[src/rtl/truth_table_sweeper_pkg.sv]
// Shared constants and state encoding for the truth-table sweeper and its settle counter.
package truth_table_sweeper_pkg;

    localparam int VEC_COUNT = 8;
    localparam int CNT_W     = 4;

    // Golden OR/NOR table, bit i = expected result for {a, b, sel} == i.
    localparam logic [7:0] OR_NOR_TABLE = 8'h56;

    localparam logic [1:0] ST_IDLE   = 2'd0;
    localparam logic [1:0] ST_WAIT   = 2'd1;
    localparam logic [1:0] ST_SAMPLE = 2'd2;
    localparam logic [1:0] ST_DONE   = 2'd3;

    typedef enum logic [1:0] {
        S_IDLE   = ST_IDLE,
        S_WAIT   = ST_WAIT,
        S_SAMPLE = ST_SAMPLE,
        S_DONE   = ST_DONE
    } state_t;

endpackage

[src/rtl/truth_table_sweeper_settle_counter.sv]
// Loadable down-counter that times how long each vector is held before sampling.
module settle_counter
    import truth_table_sweeper_pkg::*;
(
    input  logic             clk,
    input  logic             rst_n,
    input  logic             load,
    input  logic [CNT_W-1:0] load_val,
    input  logic             dec,
    output logic             zero
);

    logic [CNT_W-1:0] count_q;

    always_ff @(posedge clk or negedge rst_n) begin
        if (!rst_n) begin
            count_q <= '0;
        end else if (load) begin
            count_q <= load_val;
        end else if (dec && (count_q != '0)) begin
            count_q <= count_q - 1'b1;
        end
    end

    assign zero = (count_q == '0);

endmodule

[src/rtl/truth_table_sweeper.sv]
// Drives all eight {a, b, sel} vectors into the OR/NOR selector, captures its result
// into a truth table and compares the table against a golden pattern.
module truth_table_sweeper
    import truth_table_sweeper_pkg::*;
#(
    parameter int         SETTLE   = 1,
    parameter logic [7:0] EXPECTED = OR_NOR_TABLE
) (
    input  logic       clk,
    input  logic       rst_n,
    input  logic       start,
    input  logic       result_in,
    output logic       a,
    output logic       b,
    output logic       sel,
    output logic       busy,
    output logic       done,
    output logic       pass,
    output logic [7:0] table_out,
    output logic [3:0] err_cnt,
    output logic [2:0] mismatch_idx
);

    localparam logic [CNT_W-1:0] SETTLE_M1 = CNT_W'(SETTLE - 1);
    localparam logic [2:0]       LAST_IDX  = 3'(VEC_COUNT - 1);

    state_t     state_q, state_d;
    logic [2:0] idx_q, idx_d;
    logic [7:0] table_q, table_d;
    logic [3:0] err_q, err_d, err_next;
    logic [2:0] mis_q, mis_d;
    logic       pass_q, pass_d;
    logic       cnt_load, cnt_dec, cnt_zero;
    logic       bit_bad;

    settle_counter u_settle (
        .clk      (clk),
        .rst_n    (rst_n),
        .load     (cnt_load),
        .load_val (SETTLE_M1),
        .dec      (cnt_dec),
        .zero     (cnt_zero)
    );

    always_ff @(posedge clk or negedge rst_n) begin
        if (!rst_n) begin
            state_q <= S_IDLE;
            idx_q   <= '0;
            table_q <= '0;
            err_q   <= '0;
            mis_q   <= '0;
            pass_q  <= 1'b0;
        end else begin
            state_q <= state_d;
            idx_q   <= idx_d;
            table_q <= table_d;
            err_q   <= err_d;
            mis_q   <= mis_d;
            pass_q  <= pass_d;
        end
    end

    always_comb begin
        state_d  = state_q;
        idx_d    = idx_q;
        table_d  = table_q;
        err_d    = err_q;
        mis_d    = mis_q;
        pass_d   = pass_q;
        cnt_load = 1'b0;
        cnt_dec  = 1'b0;
        bit_bad  = 1'b0;
        err_next = err_q;

        case (state_q)
            S_IDLE, S_DONE: begin
                // IDLE keeps results cleared; DONE holds them until a restart.
                if ((state_q == S_IDLE) || start) begin
                    table_d = '0;
                    err_d   = '0;
                    mis_d   = '0;
                    pass_d  = 1'b0;
                end
                if (start) begin
                    state_d  = S_WAIT;
                    idx_d    = '0;
                    cnt_load = 1'b1;
                end
            end
            S_WAIT: begin
                if (cnt_zero) begin
                    state_d = S_SAMPLE;
                end else begin
                    cnt_dec = 1'b1;
                end
            end
            S_SAMPLE: begin
                table_d[idx_q] = result_in;
                bit_bad        = (result_in != EXPECTED[idx_q]);
                err_next       = err_q + 4'(bit_bad);
                err_d          = err_next;
                // Only the first error of a sweep records its index.
                if (bit_bad && (err_q == '0)) begin
                    mis_d = idx_q;
                end
                if (idx_q == LAST_IDX) begin
                    state_d = S_DONE;
                    pass_d  = (err_next == '0);
                end else begin
                    state_d  = S_WAIT;
                    idx_d    = idx_q + 3'd1;
                    cnt_load = 1'b1;
                end
            end
            default: state_d = S_IDLE;
        endcase
    end

    assign a            = idx_q[2];
    assign b            = idx_q[1];
    assign sel          = idx_q[0];
    assign busy         = (state_q == S_WAIT) || (state_q == S_SAMPLE);
    assign done         = (state_q == S_DONE);
    assign pass         = pass_q;
    assign table_out    = table_q;
    assign err_cnt      = err_q;
    assign mismatch_idx = mis_q;

endmodule
[config.mk]
export PLATFORM = sky130hd
export DESIGN_NAME = truth_table_sweeper
export DESIGN_NICKNAME = d
export VERILOG_FILES = /design/src/rtl/truth_table_sweeper_pkg.sv /design/src/rtl/truth_table_sweeper_settle_counter.sv /design/src/rtl/truth_table_sweeper.sv
export SDC_FILE = /design/constraint.sdc
export NUM_CORES = 1
export LEC_CHECK = 0
export CORE_MARGIN = 2
export CORE_UTILIZATION = 45
export DETAILED_ROUTE_END_ITERATION = 8
export GPL_TIMING_DRIVEN = 0
export PLACE_DENSITY = 0.69
export SETUP_SLACK_MARGIN = 0.3
export SLEW_MARGIN = 20
export SYNTH_ARGS = -nofsm -noshare
export SYNTH_HDL_FRONTEND = slang
export SYNTH_SLANG_ARGS = --single-unit
[constraint.sdc]
create_clock -name clk -period 2.3 [get_ports clk]
set_input_delay 0.23 -clock clk [delete_from_list [all_inputs] [get_ports clk]]
set_output_delay 0.23 -clock clk [all_outputs]
set_load 0.01 [all_outputs]
==> results.md, run 1 <==
* Status: complete, no violations
* Crit path launch: idx_q[1]
* Synth Warn # at 0
* Comb power frac at 0.561
* PwrDens at 870 nW/µm²
* I/O pin cnt at 25
* Root Driver: clkbuf_4
* Synth Flop Type: dfrtp_1
* GRT met3 Usage at 0.0248
* Library cells used by synthesis at around 40
* CTS sink cnt at 25
* Worst reg2reg path startpoint: idx_q[1]
* Area of the multi-input gates at 870 µm²
* Leak pwr at just over 0.8 nW
* Setup Total Neg Slack at 0 ns
* Overflow after GRT at 0
* WP data arrival at 2.29 ns
* Vias after detailed routing at 1300
* CP peak stage delay at roughly 0.46 ns
* CTS H-tree lvls at 1
* Vias in the first global route at 1262
* Core ar. at 3280 µm²
* Pin count of the biggest net entering global routing at 26
* Max Slew Vio Count at 0
* Kind of critical path: reg -> reg
* Buffers and inverters on the worst path at 0
* RSZ-0062 raised after global routing: yes
* Routed length per instance at approximately 13 µm
* Sequential Area at 628 µm²
* FMAX at ~0.49 GHz
* Die ar. at roughly 3800 µm²
* Final period util at 0.889
* Post-DRT Antenna Nets at 0
* Iter 0 DRT Violations at 40
* Max VDD drop at 592 µV
* GPL Wtd Cong at approximately 0.76
* R2R Setup Slk at about 0.26 ns
* Die width at 62.0 µm
* P&R area growth vs syn at 27.8%
* Mean Syn Cell Area at 9.06 µm²
* EDFF count, synth at 0
* Filler cell count at about 290
* Max Cap Violations at 0
* Share of synthesized flip-flops with an asynchronous set or reset at 1.00
* Post-Syn Nets at approximately 180
* Hpwl dp at 2390 µm
* Met1 usage at 0.261
* Clock power frac at 0.121
* Rows at 21
* Drt pass-1 iters at 4
* R2r endpoint: pass
* #FFs+latches synth at 25
* Cell count after synthesis at around 170
* Fin nets at ~220
* CTS max path bufs at 2
* Most instantiated cells after synthesis: 26 x nand2_1, 25 x dfrtp_1, 18 x o21ai_0
* Post-synth top area cell: dfrtp_1
* Largest cells by area after synthesis: dfrtp_1 41%, ha_1 9.1%, nand2_1 6.5%, o21ai_0 6.0%, mux2i_1 4.6%
* N_diodes at 0
* Startpoint Class: flip-flop
* Antenna violations before repair at 0
* First-pass GRT wire length at about 5600 µm
* Remaining DRCs at 0
* FF-to-FF path depth at 9
* Crit-path slowest cell: dfrtp_2
* Clock slew at reported path FFs at between 0.1 and 0.15 ns
* Synth top area share at 0.414
* Worst endpoint required time at between 2 and 3 ns
* Hold Path Class: in -> async
* Cell Int Power at 0.961 mW
* Tot Pwr at between 1.5 and 2 mW
* Worst-path cell chain: ha_4 > nor2_2 > nor3_2 > or2_4 > ha_4 > ha_4 > nor2_2 > nand4_1 > o31ai_1
* Period minus WS final at 2.04 ns
* P_sw at 0.721 mW
* Setup violations, final at 0
* Initial Utilization at 0.461
* Final hold slack at just over 0.4 ns
* Sequential area share after synthesis at 0.414
* Skew final at between 0.006 and 0.007 ns
* Synthesized area at approximately 1500 µm²
* Final Hold Fails at 0
* Num CTS Buffers at 3
* Switching share of total power at 0.429
* Top-count cell post-synth: nand2_1
* Worst-Margin Slew at ~0.56 ns
* Post-Route WL at ~3300 µm
* Worst path most repeated cell: ha_4
* Gr usage total at 0.193
* Crit path max fanout at 5
* Vias per cell at around 5.3
* Met2 Usage GRT at 0.320
* Skew-Pair Late Insertion Delay at roughly 0.33 ns
* Reg power frac at 0.318
* CP Capture Type: flip-flop
* Grt peak-use layer: met2
* CP delay by family, top: simple AND/OR/NAND/NOR gates
* Die Height at 62.0 µm
* Cell depth of the worst setup path at 9
* I/O Buffers at 24
* Layout cells sized above 1 at 0.149
* CTS tree: yes
* Crit path capture: pass
* Slew HR at 0.625
==> worst min path at each step <==
stage                       from                   to  slack (ns)  cells after the start
finish                     rst_n         table_out[6]        0.40                      2
CTS                        rst_n         table_out[6]        0.42                      2
global placement    table_out[3]         table_out[3]        0.48                      2
floorplan                  rst_n           err_cnt[0]       -0.07                      0
global route               rst_n         table_out[3]        0.46                      2
detailed placement         rst_n  u_settle.count_q[1]        0.26                      1
==> logic make-up (layout without fill, tap and decap cells) <==
| family | count (synthesis) | in the layout | synth area share |
|---|---|---|---|
| simple gates | 62 | 62 | 0.212 |
| compound gates | 43 | 43 | 0.175 |
| flops | 25 | 25 | 0.414 |
| buf+inv | 16 | 50 | 0.0430 |
| fa+ha+maj | 11 | 11 | 0.0910 |
| mux | 8 | 8 | 0.0538 |
| xor+xnor | 2 | 2 | 0.0116 |
==> timing repair <==
action	in CTS	in global routing
hold buffers	1	0
hold endpoints to repair	25	0
resized for setup	2	1
buffers inserted	5	0
pin swaps	3	0
cloned	0	0
setup endpoints to repair	3	5
==> flip-flops by register name, indices dropped and copies added (netlist names) <==
signal / count
err_cnt: 4
idx_q: 3
mismatch_idx: 3
pass: 1
state_q: 2
table_out: 8
u_settle.count_q: 4
==> power groups by stage <==
stage	Sequential [mW]	Combinational (mW)	Clock, mW
3_5_place_dp	0.558	0.869	0
3_3_place_gp	0.553	0.854	0
6_report	0.534	0.945	0.204
4_1_cts	0.534	0.956	0.215
5_1_grt	0.542	1.05	0.231
2_1_floorplan	0.563	0.593	0
==> per-layer routing <==
metal / part of all wire / wire, µm
met5: 0 / 0
met1: 0.48 / 1580
met4: 0.015 / 50
met3: 0.025 / 83
met2: 0.48 / 1590
==> layout make-up <==
type                            count  share of cell area
Buffer                              8              0.0181
Clock buffer                        3              0.0117
Clock inverter                      1             0.00259
Inverter                            8              0.0155
Multi-Input combinational cell    126               0.450
Sequential cell                    25               0.325
Tap cell                           46              0.0298
Timing Repair Buffer               30               0.148
==> through the flow <==
step / instance area (µm²) / utilization / std cells / setup WS [ns]
after detailed placement: 1850 / 0.563 / 237 / 0.140
after CTS: 1930 / 0.588 / 247 / 0.251
after global routing: 1930 / 0.589 / 247 / 0.163
after floorplan: 1560 / - / 167 / 0.283
final: 1930 / 0.589 / 247 / 0.255
after global placement: 1860 / 0.565 / 237 / 0.171
==> layout by cell type (no fill, tap or decap), drive strengths merged, types with 4 or more instances in the layout <==
cell,count
nand2,26
dfrtp,25
o21ai,23
clkdlybuf4s50,22
ha,11
nor2,10
buf,10
inv,8
mux2i,7
clkbuf,7
o211ai,4
nor3,4
Note: power is estimated with default switching activity, not from simulation.
==> run 2: changes to the inputs <==
GPL_TIMING_DRIVEN = unset   (was 0)
==> run 2 against run 1 <==
Effect of this change: final cell count fell by 1.6%; non-clock buffer count fell by 4; clock skew fell by 0.0014 ns; total power is 4.8% higher; first-iteration DRC count grew 73%; register-to-register slack hardly changed; wire length increased by 3.0%; clock power shrank 3%; die area unchanged; highest routed layer unchanged; fmax rose by 0.26%.
==> results.md, run 2 (same netlist as run 1, synthesis figures left out) <==
* Worst reg2reg path startpoint: idx_q[0] (was idx_q[1])
* RSZ-0062 raised after global routing: yes (unchanged)
* Overflow after GRT at 0 (unchanged)
* Final hold slack at 0.251 ns (was 0.404 ns)
* Status: complete, no violations (unchanged)
* Remaining DRCs at 0 (unchanged)
* Sequential Area at 628 µm² (unchanged)
* CP Capture Type: flip-flop (unchanged)
* Rows at 21 (unchanged)
* Worst-path cell chain: ha_4 > nor2_4 > o21a_1 > or2_4 > ha_4 > ha_4 > nor2_4 > nand4_1 > o31ai_1 (was ha_4 > nor2_2 > nor3_2 > or2_4 > ha_4 > ha_4 > nor2_2 > nand4_1 > o31ai_1)
* CTS tree: yes (unchanged)
* DP Worst Slack at 0.241 ns (was 0.140 ns)
* Cell Count Post-Placement at 235 (was 237)
* Pin count of the biggest net entering global routing at 26 (unchanged)
* Tot Pwr at 1.76 mW (was 1.68 mW)
* Worst endpoint required time at 2.54 ns (was 2.55 ns)
* Hpwl dp at 2440 µm (was 2390 µm)
* Routed length per instance at 14.0 µm (was 13.4 µm)
* I/O Buffers at 24 (unchanged)
* Setup Total Neg Slack at 0 ns (unchanged)
* Post-DRT Antenna Nets at 0 (unchanged)
* Root Driver: clkbuf_4 (unchanged)
* Initial Utilization at 0.461 (unchanged)
* FMAX at 0.490 GHz (was 0.489 GHz)
* Worst path most repeated cell: ha_4 (unchanged)
* Setup violations, final at 0 (unchanged)
* Iter 0 DRT Violations at 69 (was 40)
* CP delay by family, top: adder cells (was simple AND/OR/NAND/NOR gates)
* Skew final at 0.00469 ns (was 0.00606 ns)
* Kind of critical path: reg -> reg (unchanged)
* Period minus WS final at 2.04 ns (about the same)
* Vias after detailed routing at 1332 (was 1300)
* GPL Wtd Cong at 0.769 (was 0.755)
* PwrDens at 904 nW/µm² (was 870 nW/µm²)
* CTS H-tree lvls at 1 (unchanged)
* Die ar. at 3840 µm² (unchanged)
* Filler cell count at 305 (was 294)
* First-pass GRT wire length at 5670 µm (was 5550 µm)
* I/O pin cnt at 25 (unchanged)
* Crit path max fanout at 3 (was 5)
* Drt pass-1 iters at 4 (unchanged)
* Max FFs per register at 8 (unchanged)
* Final Util at 0.594 (was 0.589)
* Slew HR at 0.728 (was 0.625)
* Final period util at 0.887 (was 0.889)
* Die Height at 62.0 µm (unchanged)
* Leak pwr at 0.824 nW (was 0.826 nW)
* Startpoint Class: flip-flop (unchanged)
* Hold Path Class: in -> async (unchanged)
* Gr usage total at 0.198 (was 0.193)
* Antenna violations before repair at 0 (unchanged)
* Crit-path slowest cell: dfrtp_2 (unchanged)
* FF-to-FF path depth at 9 (unchanged)
* Clock slew at reported path FFs at 0.13 ns (was 0.14 ns)
* Num CTS Buffers at 3 (unchanged)
* Worst-Margin Slew at 0.408 ns (was 0.563 ns)
* R2R Setup Slk at 0.26 ns (about the same)
* CTS sink cnt at 25 (unchanged)
* WP data arrival at 2.28 ns (was 2.29 ns)
* Max VDD drop at 556 µV (was 592 µV)
* DP Area at 1870 µm² (was 1850 µm²)
* P&R area growth vs syn at 28.9% (was 27.8%)
* Vias in the first global route at 1237 (was 1262)
* Fin nets at 213 (was 217)
* CP peak stage delay at 0.46 ns (about the same)
* CTS max path bufs at 2 (unchanged)
* Max Slew Vio Count at 0 (unchanged)
* Max Cap Violations at 0 (unchanged)
* Design area at 1950 µm² (was 1930 µm²)
* Vias per cell at 5.48 (was 5.26)
* Area of the multi-input gates at 891 µm² (was 870 µm²)
* Layout cells sized above 1 at 0.157 (was 0.149)
* PnR worst setup slack at 0.261 ns (was 0.255 ns)
* Commonest non-fill, non-tap cell in the layout: nand2_1 (unchanged)
* Core ar. at 3280 µm² (unchanged)
* Die width at 62.0 µm (unchanged)
* Most frequent cells in the layout: 26 x nand2_1, 23 x dfrtp_1, 23 x clkdlybuf4s50_1 (was 26 x nand2_1, 23 x dfrtp_1, 22 x clkdlybuf4s50_1)
* Final Hold Fails at 0 (unchanged)
* Skew-Pair Late Insertion Delay at 0.32 ns (was 0.33 ns)
* Buffers and inverters on the worst path at 0 (unchanged)
* Post-Route WL at 3410 µm (was 3310 µm)
* Non-Filler Instances at 243 (was 247)
* R2r endpoint: pass (unchanged)
* N_diodes at 0 (unchanged)
run 2: worst reg2reg max path: cells and delay by family (launching register included):
family                     cells  cell delay [ns]
adders and majority gates      3             0.68
DFF                            1             0.46
AOI/OAI and AO/OA              2             0.40
and+or+nand+nor                4             0.42
run 2: per-layer routing:
layer	vias to the layer above	global-route usage	wire length (µm)
li1	649	-	-
met1	649	0.273	1540
met2	31	0.327	1720
met3	3	0.0186	119
met4	0	0.0638	24
met5	-	0	0
run 2: how the worst max path moves through the flow:
| stage | to | slack, ns | from | cells past startpoint |
|---|---|---|---|---|
| floorplan | pass | 0.28 | idx_q[1] | 9 |
| global placement | pass | 0.26 | idx_q[0] | 9 |
| detailed placement | pass | 0.24 | idx_q[0] | 9 |
| CTS | pass | 0.29 | idx_q[0] | 9 |
| global route | pass | 0.15 | idx_q[0] | 9 |
| finish | pass | 0.26 | idx_q[0] | 9 |
run 2: what timing repair did:
action / in CTS / in global routing
resized for setup: 1 / 8
pin swaps: 2 / 2
hold endpoints to repair: 0 / 0
buffers inserted: 3 / 1
setup endpoints to repair: 9 / 16
hold buffers: 0 / 0
run 2: cell type report:
| type | count | area share |
|---|---|---|
| sequential | 25 | 0.322 |
| timing repair buffer | 34 | 0.163 |
| clock buffer | 4 | 0.0135 |
| inverter | 8 | 0.0154 |
| multi-input combinational | 126 | 0.457 |
| tap | 46 | 0.0295 |
run 2: where the power goes:
| group | switching (mW) | internal (mW) | total [mW] |
|---|---|---|---|
| clock | 0.129 | 0.0679 | 0.197 |
| sequential | 0.0460 | 0.489 | 0.535 |
| combinational | 0.562 | 0.469 | 1.03 |
| total | 0.738 | 1.03 | 1.76 |
==> run 3: changes to the inputs <==
--- a/constraint.sdc
+++ b/constraint.sdc
@@ -3,2 +3,2 @@
 set_output_delay 0.23 -clock clk [all_outputs]
-set_load 0.01 [all_outputs]
+set_load 0.05 [all_outputs]
==> run 3 against run 2 <==
Effect of this change: critical path depth stayed put; sequential share of layout area increased by 0.44 points; sequential cell count did not move; combinational power rose by 8%; critical path type unchanged; largest cell class unchanged; highest routed layer unchanged.
==> results.md, run 3 (same netlist as run 1, synthesis figures left out) <==
* Final period util at 0.915 (was 0.887)
* Vias per cell at 5.40 (was 5.48)
* Most frequent cells in the layout: 26 x nand2_1, 22 x dfrtp_1, 21 x clkdlybuf4s50_1 (was 26 x nand2_1, 23 x dfrtp_1, 23 x clkdlybuf4s50_1)
* Period minus WS final at 2.11 ns (was 2.04 ns)
* Filler cell count at 296 (was 305)
* N_diodes at 0 (unchanged)
* Worst-Margin Slew at 0.547 ns (was 0.408 ns)
* Fin nets at 211 (was 213)
* FMAX at 0.475 GHz (was 0.490 GHz)
* CTS tree: yes (unchanged)
* Cell Int Power at 0.969 mW (was 1.03 mW)
* GPL Wtd Cong at 0.804 (was 0.769)
* Post-Route WL at 3510 µm (was 3410 µm)
* Gr usage total at 0.206 (was 0.198)
* Core ar. at 3280 µm² (unchanged)
* Die width at 62.0 µm (unchanged)
* Slew HR at 0.634 (was 0.728)
* I/O pin cnt at 25 (unchanged)
* Hpwl dp at 2590 µm (was 2440 µm)
* Status: complete, no violations (unchanged)
* P_sw at 0.888 mW (was 0.738 mW)
* CTS max path bufs at 2 (unchanged)
* Startpoint Class: flip-flop (unchanged)
* Iter 0 DRT Violations at 36 (was 69)
* RSZ-0062 raised after global routing: yes (unchanged)
* Remaining DRCs at 0 (unchanged)
* First-pass GRT wire length at 5850 µm (was 5670 µm)
* PwrDens at 963 nW/µm² (was 904 nW/µm²)
* Antenna violations before repair at 0 (unchanged)
* Setup Total Neg Slack at 0 ns (unchanged)
* Die Height at 62.0 µm (unchanged)
* Clock power frac at 0.107 (was 0.112)
* Tot Pwr at 1.86 mW (was 1.76 mW)
* Max VDD drop at 602 µV (was 556 µV)
* Die ar. at 3840 µm² (unchanged)
* CP Capture Type: flip-flop (unchanged)
* WP data arrival at 2.37 ns (was 2.28 ns)
* P&R area growth vs syn at 27.5% (was 28.9%)
* CTS sink cnt at 25 (unchanged)
* Design area at 1930 µm² (was 1950 µm²)
* Layout cells sized above 1 at 0.154 (was 0.157)
* Leak pwr at 0.839 nW (was 0.824 nW)
* Max Cap Violations at 0 (unchanged)
* Routed length per instance at 14.5 µm (was 14.0 µm)
* Area of the multi-input gates at 885 µm² (was 891 µm²)
* Vias in the first global route at 1310 (was 1237)
* Reg power frac at 0.296 (was 0.304)
* Sequential Area at 629 µm² (was 628 µm²)
* Skew final at 0.00519 ns (was 0.00469 ns)
* Pin count of the biggest net entering global routing at 15 (was 26)
* Drt pass-1 iters at 4 (unchanged)
* Root Driver: clkbuf_4 (unchanged)
* Num CTS Buffers at 3 (unchanged)
* CTS H-tree lvls at 1 (unchanged)
* Overflow after GRT at 0 (unchanged)
* Post-DRT Antenna Nets at 0 (unchanged)
* CTS Hold Bufs at 0 (unchanged)
* Initial Utilization at 0.461 (unchanged)
* Max Slew Vio Count at 0 (unchanged)
* Skew-Pair Late Insertion Delay at 0.32 ns (about the same)
* Clock slew at reported path FFs at 0.13 ns (about the same)
* Worst endpoint required time at 2.57 ns (was 2.54 ns)
* Kind of critical path: reg -> reg (unchanged)
* DP Area at 1860 µm² (was 1870 µm²)
* Final Hold Fails at 0 (unchanged)
* Switching share of total power at 0.478 (was 0.418)
* Commonest non-fill, non-tap cell in the layout: nand2_1 (unchanged)
* Crit path max fanout at 5 (was 3)
* Max FFs per register at 8 (unchanged)
* Vias after detailed routing at 1302 (was 1332)
* Setup violations, final at 0 (unchanged)
* Comb power frac at 0.597 (was 0.585)
* Rows at 21 (unchanged)
* Hold Path Class: in -> async (unchanged)
* I/O Buffers at 24 (unchanged)
run 3: cell count changes in the layout (fill, tap and decap cells not counted), sizes merged:
| cell | before | now |
|---|---|---|
| clkdlybuf4s50 | 23 | 21 |
| dlymetal6s2s | 1 | 2 |
| clkbuf | 4 | 5 |
| buf | 10 | 8 |
run 3: repair_timing:
action / 4_1_cts / 5_1_grt
pin swaps: 2 / 1
setup endpoints to repair: 15 / 21
gates resized for setup: 3 / 8
cloned: 0 / 0
setup buffers: 2 / 1
run 3: area by class of cell:
| type | instances | share of cell area |
|---|---|---|
| multi-input combinational | 126 | 0.459 |
| sequential | 25 | 0.326 |
| timing repair buffer | 32 | 0.156 |
| tap | 46 | 0.0299 |
| inverter | 8 | 0.0156 |
| clock buffer | 4 | 0.0136 |
run 3: routing by layer:
metal / share of wire / track usage
met5: 0 / 0
met1: 0.45 / 0.259
met3: 0.027 / 0.0311
met2: 0.51 / 0.357
met4: 0.013 / 0.0699
run 3: per-stage QoR:
stage / hold WS, ns / setup WS, ns / std cells / util
5_1_grt: 0.296 / 0.119 / 241 / 0.587
2_1_floorplan: -0.0656 / 0.162 / 167 / -
3_5_place_dp: 0.492 / 0.0936 / 234 / 0.566
3_3_place_gp: 0.490 / 0.208 / 234 / 0.566
6_report: 0.243 / 0.194 / 241 / 0.587
4_1_cts: 0.255 / 0.199 / 240 / 0.580
run 3: power by group through the flow:
stage | clock (mW) | combinational, mW | sequential [mW]
2_1_floorplan | 0 | 0.664 | 0.656
3_3_place_gp | 0 | 1.03 | 0.555
3_5_place_dp | 0 | 1.05 | 0.562
4_1_cts | 0.210 | 1.09 | 0.552
5_1_grt | 0.219 | 1.21 | 0.557
6_report | 0.198 | 1.11 | 0.550
run 3: final timing paths:
| path | from | endpoint | slack, ns | depth (start not counted) |
|---|---|---|---|---|
| hold reg to reg | table_out[5] | table_out[5] | 0.52 | 1 |
| hold / removal | rst_n | state_q[0] | 0.24 | 1 |
| min in group clk | table_out[5] | table_out[5] | 0.52 | 1 |
| setup reg to reg | idx_q[0] | err_cnt[2] | 0.19 | 9 |
| max in group asynchronous | rst_n | table_out[4] | 1.45 | 2 |
| setup / recovery | idx_q[0] | err_cnt[2] | 0.19 | 9 |
run 3: worst max-delay path: stages, from the launching register on:
cell     delay, ns
dfrtp_2       0.48
ha_4          0.28
nor2_2        0.04
o21a_1        0.19
or2_4         0.24
ha_4          0.17
ha_4          0.15
or2b_1        0.25
o21ai_1       0.11
a22o_1        0.14
